## src/rtl/dmem_pkg.sv

```systemverilog
`default_nettype none
// +----------------------------------------------------------------------+
// | dmem_pkg                                                               |
// | Shared types, segment map and legality check for the dmem arbiter.    |
// | Rev 1.0                                                                |
// +----------------------------------------------------------------------+
package dmem_pkg;

   typedef enum logic [1:0] {
      IDLE   = 2'd0,
      ACCESS = 2'd1,
      DONE   = 2'd2
   } state_e;

   typedef enum logic {
      PORT_A = 1'b0,
      PORT_B = 1'b1
   } port_e;

   localparam logic [15:0] SEG_DATA   = 16'h1000;
   localparam logic [15:0] SEG_STACK  = 16'h7fff;
   localparam logic [15:0] SEG_SERIAL = 16'hffff;
   localparam logic [1:0]  SIZE_WORD  = 2'b11;

   // Only full-word reads are supported; writes of any size go through.
   function automatic logic access_legal(input logic [15:0] seg,
                                         input logic        we,
                                         input logic [1:0]  size);
      logic seg_ok;
      seg_ok = (seg == SEG_DATA) || (seg == SEG_STACK) || (seg == SEG_SERIAL);
      return seg_ok && (we || (size == SIZE_WORD));
   endfunction

endpackage
`default_nettype wire

```

## src/rtl/dmem_rr_pick.sv

```systemverilog
`default_nettype none
// +----------------------------------------------------------------------+
// | dmem_rr_pick                                                           |
// | Combinational two-way grant picker (round-robin or fixed priority).   |
// | Rev 1.0                                                                |
// +----------------------------------------------------------------------+
module dmem_rr_pick
   import dmem_pkg::*;
(
   input  logic  req_a,
   input  logic  req_b,
   input  port_e last_grant,
   input  logic  force_b,
   input  logic  rr_mode,
   output logic  valid_o,
   output port_e grant_o
);

   always_comb begin
      valid_o = req_a | req_b;
      grant_o = PORT_A;
      if (req_a && req_b) begin
         if (rr_mode) begin
            if (last_grant == PORT_A) grant_o = PORT_B;
            else                      grant_o = PORT_A;
         end else if (force_b) begin
            grant_o = PORT_B;
         end
      end else if (req_b) begin
         grant_o = PORT_B;
      end
   end

endmodule
`default_nettype wire

```

## src/rtl/dmem_arbiter.sv

```systemverilog
`default_nettype none
// +----------------------------------------------------------------------+
// | dmem_arbiter                                                           |
// | Serialises MEM-stage (A) and loader (B) accesses onto one data port.  |
// | Rev 1.0                                                                |
// +----------------------------------------------------------------------+
module dmem_arbiter
   import dmem_pkg::*;
#(
   parameter int          RR_MODE      = 1,
   parameter int unsigned STARVE_LIMIT = 8
) (
   input  logic        clock,
   input  logic        reset,
   input  logic        a_req_in,
   input  logic        a_we_in,
   input  logic [31:0] a_addr_in,
   input  logic [31:0] a_wdata_in,
   input  logic [1:0]  a_size_in,
   output logic        a_ack_out,
   output logic [31:0] a_rdata_out,
   output logic        a_err_out,
   input  logic        b_req_in,
   input  logic        b_we_in,
   input  logic [31:0] b_addr_in,
   input  logic [31:0] b_wdata_in,
   input  logic [1:0]  b_size_in,
   output logic        b_ack_out,
   output logic [31:0] b_rdata_out,
   output logic        b_err_out,
   output logic [31:0] mem_addr_out,
   output logic [31:0] mem_wdata_out,
   output logic [1:0]  mem_size_out,
   output logic        mem_re_out,
   output logic        mem_we_out,
   input  logic [31:0] mem_rdata_in
);

   localparam logic [7:0] STARVE_THRESH = 8'(STARVE_LIMIT);

   state_e      state_q;
   port_e       owner_q;
   port_e       last_grant_q;
   logic [7:0]  starve_q;
   logic [31:0] mem_addr_q;
   logic [31:0] mem_wdata_q;
   logic [1:0]  mem_size_q;
   logic        mem_re_q;
   logic        mem_we_q;
   logic        a_ack_q;
   logic        a_err_q;
   logic [31:0] a_rdata_q;
   logic        b_ack_q;
   logic        b_err_q;
   logic [31:0] b_rdata_q;

   logic        w_arb_a;
   logic        w_arb_b;
   logic        w_force_b;
   logic        w_rr_mode;
   logic        w_pick_valid;
   port_e       w_grant;
   logic        w_grant_b;
   logic        w_sel_we;
   logic [31:0] w_sel_addr;
   logic [31:0] w_sel_wdata;
   logic [1:0]  w_sel_size;
   logic        w_sel_legal;
   logic        w_xfer_legal;

   // Nothing arbitrates during ACCESS; in DONE only the non-owner competes.
   assign w_arb_a = a_req_in & ((state_q == IDLE) | ((state_q == DONE) & (owner_q == PORT_B)));
   assign w_arb_b = b_req_in & ((state_q == IDLE) | ((state_q == DONE) & (owner_q == PORT_A)));
   assign w_force_b = (starve_q >= STARVE_THRESH);
   assign w_rr_mode = (RR_MODE != 0);

   dmem_rr_pick u_pick (
      .req_a      (w_arb_a),
      .req_b      (w_arb_b),
      .last_grant (last_grant_q),
      .force_b    (w_force_b),
      .rr_mode    (w_rr_mode),
      .valid_o    (w_pick_valid),
      .grant_o    (w_grant)
   );

   assign w_grant_b   = w_pick_valid & (w_grant == PORT_B);
   assign w_sel_we    = (w_grant == PORT_B) ? b_we_in    : a_we_in;
   assign w_sel_addr  = (w_grant == PORT_B) ? b_addr_in  : a_addr_in;
   assign w_sel_wdata = (w_grant == PORT_B) ? b_wdata_in : a_wdata_in;
   assign w_sel_size  = (w_grant == PORT_B) ? b_size_in  : a_size_in;
   assign w_sel_legal = access_legal(w_sel_addr[31:16], w_sel_we, w_sel_size);
   // A legal access always raises exactly one strobe.
   assign w_xfer_legal = mem_re_q | mem_we_q;

   always_ff @(posedge clock or negedge reset) begin
      if (!reset) begin
         state_q      <= IDLE;
         owner_q      <= PORT_A;
         last_grant_q <= PORT_B;
         starve_q     <= '0;
         mem_addr_q   <= '0;
         mem_wdata_q  <= '0;
         mem_size_q   <= '0;
         mem_re_q     <= 1'b0;
         mem_we_q     <= 1'b0;
         a_ack_q      <= 1'b0;
         a_err_q      <= 1'b0;
         a_rdata_q    <= '0;
         b_ack_q      <= 1'b0;
         b_err_q      <= 1'b0;
         b_rdata_q    <= '0;
      end else begin
         a_ack_q <= 1'b0;
         b_ack_q <= 1'b0;

         if (w_grant_b)                          starve_q <= '0;
         else if (b_req_in && starve_q != 8'hff) starve_q <= starve_q + 8'd1;

         case (state_q)
            ACCESS: begin
               state_q     <= DONE;
               mem_addr_q  <= '0;
               mem_wdata_q <= '0;
               mem_size_q  <= '0;
               mem_re_q    <= 1'b0;
               mem_we_q    <= 1'b0;
               if (owner_q == PORT_A) begin
                  a_ack_q <= 1'b1;
                  a_err_q <= ~w_xfer_legal;
                  if (mem_re_q)           a_rdata_q <= mem_rdata_in;
                  else if (!w_xfer_legal) a_rdata_q <= '0;
               end else begin
                  b_ack_q <= 1'b1;
                  b_err_q <= ~w_xfer_legal;
                  if (mem_re_q)           b_rdata_q <= mem_rdata_in;
                  else if (!w_xfer_legal) b_rdata_q <= '0;
               end
            end
            default: begin
               if (w_pick_valid) begin
                  state_q      <= ACCESS;
                  owner_q      <= w_grant;
                  last_grant_q <= w_grant;
                  mem_addr_q   <= w_sel_addr;
                  mem_wdata_q  <= w_sel_wdata;
                  mem_size_q   <= w_sel_size;
                  mem_re_q     <= ~w_sel_we & w_sel_legal;
                  mem_we_q     <= w_sel_we & w_sel_legal;
               end else begin
                  state_q <= IDLE;
               end
            end
         endcase
      end
   end

   assign a_ack_out     = a_ack_q;
   assign a_rdata_out   = a_rdata_q;
   assign a_err_out     = a_err_q;
   assign b_ack_out     = b_ack_q;
   assign b_rdata_out   = b_rdata_q;
   assign b_err_out     = b_err_q;
   assign mem_addr_out  = mem_addr_q;
   assign mem_wdata_out = mem_wdata_q;
   assign mem_size_out  = mem_size_q;
   assign mem_re_out    = mem_re_q;
   assign mem_we_out    = mem_we_q;

endmodule
`default_nettype wire

```

## config.mk

```make
export PLATFORM = sky130hd
export DESIGN_NAME = dmem_arbiter
export DESIGN_NICKNAME = d
export VERILOG_FILES = /design/src/rtl/dmem_pkg.sv /design/src/rtl/dmem_rr_pick.sv /design/src/rtl/dmem_arbiter.sv
export SDC_FILE = /design/constraint.sdc
export NUM_CORES = 1
export LEC_CHECK = 0
export CAP_MARGIN = 25
export CORE_AREA = 2 2 121 123
export DETAILED_ROUTE_END_ITERATION = 10
export DIE_AREA = 0 0 123 125
export PLACE_DENSITY = 0.82
export SYNTH_ARGS = -nofsm -noshare
export SYNTH_HDL_FRONTEND = slang
export SYNTH_SLANG_ARGS = --single-unit
```

## constraint.sdc

```tcl
create_clock -name clock -period 3.35 [get_ports clock]
set_input_delay 0.5025 -clock clock [delete_from_list [all_inputs] [get_ports clock]]
set_output_delay 0.5025 -clock clock [all_outputs]
set_load 0.05 [all_outputs]
```

==> results.sh <==
export IMPL_outcome="finished, final reports clean"
export IMPL_wire_per_inst_um=18.7
export IMPL_regArea_sq_um=3500
export IMPL_synth_top_family_by_area="compound AO/OA/AOI/OAI gates"
export IMPL_worstReg2RegEnd="mem_addr_out[2]$_DFFE_PN0P_"
export IMPL_initial_core_util=0.417
export IMPL_cts_tree="done"
export IMPL_finalWeightedCongestion=0.869
export IMPL_synth_xor_area_frac=0
export IMPL_finalHoldWorstSlack_ps=110
export IMPL_r2r_slack_ps=1360
export IMPL_p_leak_nw=4.45
export IMPL_cpLargestDelayFamily="buffers and inverters"
export IMPL_postSynthCellCount=507
export IMPL_initialDrtViolationCount=270
export IMPL_hold_violations=0
export IMPL_root_buffer="sky130_fd_sc_hd__clkbuf_16"
export IMPL_rr_startpoint="owner_q$_DFFE_PN0P_"
export IMPL_drtPass1Iterations=5
export IMPL_multi_input_area_sq_um=2220
export IMPL_worstPathCellList="clkdlybuf4s50_1"
export IMPL_clock_sinks=140
export IMPL_sequential_cell_area_fraction_in_the_yosys_report=0.592
export IMPL_h_tree_depth=4
export IMPL_maxCapViolCount=0
export IMPL_synthAdderAreaFrac=0
export IMPL_insertedDiodeCount=0
export IMPL_cts_resized_gates=0
export IMPL_netlist_top_cells_count="139 x sky130_fd_sc_hd__dfrtp_1, 68 x sky130_fd_sc_hd__nand3_1, 67 x sky130_fd_sc_hd__o21ai_0"
export IMPL_yosys_area_top_type="sky130_fd_sc_hd__dfrtp_1"
export IMPL_cts_buffer_depth=2
export IMPL_synth_enable_flop_cells=0
export IMPL_first_global_vias=5554
export IMPL_setup_total_negative_slack_ps=0
export IMPL_max_slew_worst_pin_slew_ps=764
export IMPL_routed_via_count=5438
export IMPL_vdd_ir_drop_max_mv=0.419
export IMPL_areaGrowthSynthToFinish_pct=65.8
export IMPL_post_synth_cell_area_avg_sq_um=11.7
export IMPL_ys_seq_elements=140
export IMPL_remaining_drc_errors=0
export IMPL_vias_per_cell=5.45
export IMPL_min_period_ps=2280
export IMPL_worst_r2r_path_depth=6
export IMPL_initial_antenna_violation_count=0
export IMPL_maxSlewViolCount=0
export IMPL_grt_start_max_net_pins=84
export IMPL_postSynth_topFlopCell="sky130_fd_sc_hd__dfrtp_1"
export IMPL_dieArea_sq_um=15400
export IMPL_compound_gate_fraction_of_synth_area=0.167
export IMPL_post_synth_top_area_fraction=0.587
export IMPL_tritoncts_num_buffers=17
export IMPL_final_setup_skew_ps=7.28
export IMPL_cp_max_stage_delay_ps=880
export IMPL_die_h_um=125
export IMPL_crit_path_max_fanout=7
export IMPL_grt_overflow_total=0
export IMPL_numPortBuffers=305
export IMPL_max_slew_margin_rel=0.491
export IMPL_design_power_total_mw=8.03
export IMPL_rsz0062_at_grt="false"
export IMPL_post_cts_hold_buffer_count=0
export IMPL_synth_area_sq_um=5920
export IMPL_cts_clk_slew_worst_paths_ps=60
export IMPL_cp_buffers_inverters=1
export IMPL_core_region_area_sq_um=14200
export IMPL_power_density_cell_area_nw_per_um2=817
export IMPL_synth_area_top_cells="sky130_fd_sc_hd__dfrtp_1 59%, sky130_fd_sc_hd__mux2i_1 11%, sky130_fd_sc_hd__a22o_1 9.5%, sky130_fd_sc_hd__nand3_1 5.7%, sky130_fd_sc_hd__o21ai_0 5.7%"
export IMPL_preCtsSetupSlack_ps=892
export IMPL_min_period_over_period=0.682
export IMPL_die_width_um=123
export IMPL_groute_usage_overall=0.244
export IMPL_synth_fp_nets=677
export IMPL_design_final_nets=970
export IMPL_post_cts_setup_buffer_count=0
export IMPL_floorplan_io_pins=306
export IMPL_routed_wirelength_um=18600
export IMPL_min_delay_path_class="in -> async"
export IMPL_fillCellCount=1021
export IMPL_synth_most_common_cell="sky130_fd_sc_hd__dfrtp_1"
export IMPL_grt_first_pass_wirelength_um=28900
export IMPL_worst_ep_arrival_time_ps=1780
export IMPL_timing_fmax_ghz=0.438
export IMPL_clock_insertion_delay_at_the_later_pin_of_the_skew_report_ps=420
export IMPL_place_detailed_hpwl_um=13500
export IMPL_worst_path_max_delay_cell="sky130_fd_sc_hd__clkdlybuf4s50_1"
export IMPL_ys_warns=0
export IMPL_synthMuxAreaShare=0.112
export IMPL_setup_viol=0
export IMPL_row_count=44
export IMPL_drt_antenna_violating_nets=0
export IMPL_post_synth_num_cell_types=30
export IMPL_timing_critical_path_from_type="flop"
export IMPL_basic_gate_share_of_the_synthesized_area_counting_and_or_nand_and_nor_cells=0.0919
export IMPL_share_of_final_layout_standard_cells_stronger_than_drive_strength_1=0.0627
export IMPL_worstSetupEndpointType="primary output"
export IMPL_timing_setup_critical_path_class="reg -> out"
export IMPL_synthArstFlopShare=1.00
export IMPL_critPathRequiredTime_ps=2850
export IMPL_setup_slack_ps=1070
metrics by stage:
step	utilization	instances	cell area, sq um
after floorplan	-	507	5920
after global placement	0.646	963	9180
after detailed placement	0.650	965	9230
after CTS	0.692	997	9820
after global routing	0.692	997	9820
final	0.692	997	9820
how the worst max path moves through the flow:
stage	start	end	slack, ps	cells after the start
finish	mem_re_out$_DFFE_PN0P_	mem_re_out	1070	1
global route	mem_re_out$_DFFE_PN0P_	mem_re_out	1020	1
CTS	mem_re_out$_DFFE_PN0P_	mem_re_out	1040	1
detailed placement	b_addr_in[21]	mem_re_out$_DFFE_PN0P_	890	6
global placement	a_req_in	mem_addr_out[4]$_DFFE_PN0P_	930	6
floorplan	b_addr_in[21]	mem_re_out$_DFFE_PN0P_	1490	5
registers in the layout, summed over array words and instances, names as in the netlist:
name	cells
state_q	2
mem_wdata_out	32
mem_addr_out	32
last_grant_q	1
mem_we_out	1
a_ack_out	1
a_rdata_out	32
b_err_out	1
mem_re_out	1
owner_q	1
b_rdata_out	32
mem_size_out	2
a_err_out	1
b_ack_out	1
cell families (layout without fill, tap and decap cells):
group                  Yosys count  in the layout
DFF                            140            140
muxes                           66             66
AOI/OAI and AO/OA              143            143
and+or+nand+nor                105            105
buffers and inverters           53            359
power breakdown:
group / switching [mW] / leakage [nW] / internal, mW / total [mW]
clock network: 0.694 / 0.282 / 1.15 / 1.85
logic: 2.51 / 2.31 / 1.34 / 3.85
registers: 0.232 / 1.85 / 2.10 / 2.33
total: 3.44 / 4.45 / 4.59 / 8.03
area by class of cell:
type                            instances  area share
Tap cell                              184      0.0234
Inverter                                7     0.00267
Clock buffer                           22      0.0483
Multi-Input combinational cell        314       0.226
Timing Repair Buffer                  320       0.332
Sequential cell                       140       0.357
Clock inverter                         10      0.0117
layout by cell type, fill, tap and decap left out, types with 3 or more instances in the layout:
| master | synthesis | routed |
|---|---|---|
| sky130_fd_sc_hd__o31ai_1 | 3 | 3 |
| sky130_fd_sc_hd__nor4_1 | 7 | 7 |
| sky130_fd_sc_hd__nand3_1 | 68 | 68 |
| sky130_fd_sc_hd__clkbuf_8 | 0 | 3 |
| sky130_fd_sc_hd__dfrtp_1 | 139 | 139 |
| sky130_fd_sc_hd__buf_4 | 0 | 9 |
| sky130_fd_sc_hd__nand4_1 | 6 | 6 |
| sky130_fd_sc_hd__a22o_1 | 64 | 64 |
| sky130_fd_sc_hd__clkinv_2 | 0 | 3 |
| sky130_fd_sc_hd__mux2i_1 | 66 | 66 |
| sky130_fd_sc_hd__nand2_1 | 13 | 13 |
| sky130_fd_sc_hd__clkdlybuf4s50_1 | 0 | 304 |
| sky130_fd_sc_hd__clkbuf_16 | 0 | 17 |
| sky130_fd_sc_hd__clkinvlp_4 | 0 | 3 |
| sky130_fd_sc_hd__o21ai_0 | 67 | 67 |
| sky130_fd_sc_hd__buf_12 | 0 | 4 |
| sky130_fd_sc_hd__inv_1 | 7 | 7 |
layer usage:
layer	up-vias	wire [um]	part of all wire	track usage
li1	2485	-	-	-
met1	2599	7040	0.38	0.280
met2	300	9140	0.49	0.414
met3	54	1770	0.095	0.0794
met4	0	646	0.035	0.104
met5	-	0	0	0
Note: power is estimated with default switching activity, not from simulation.
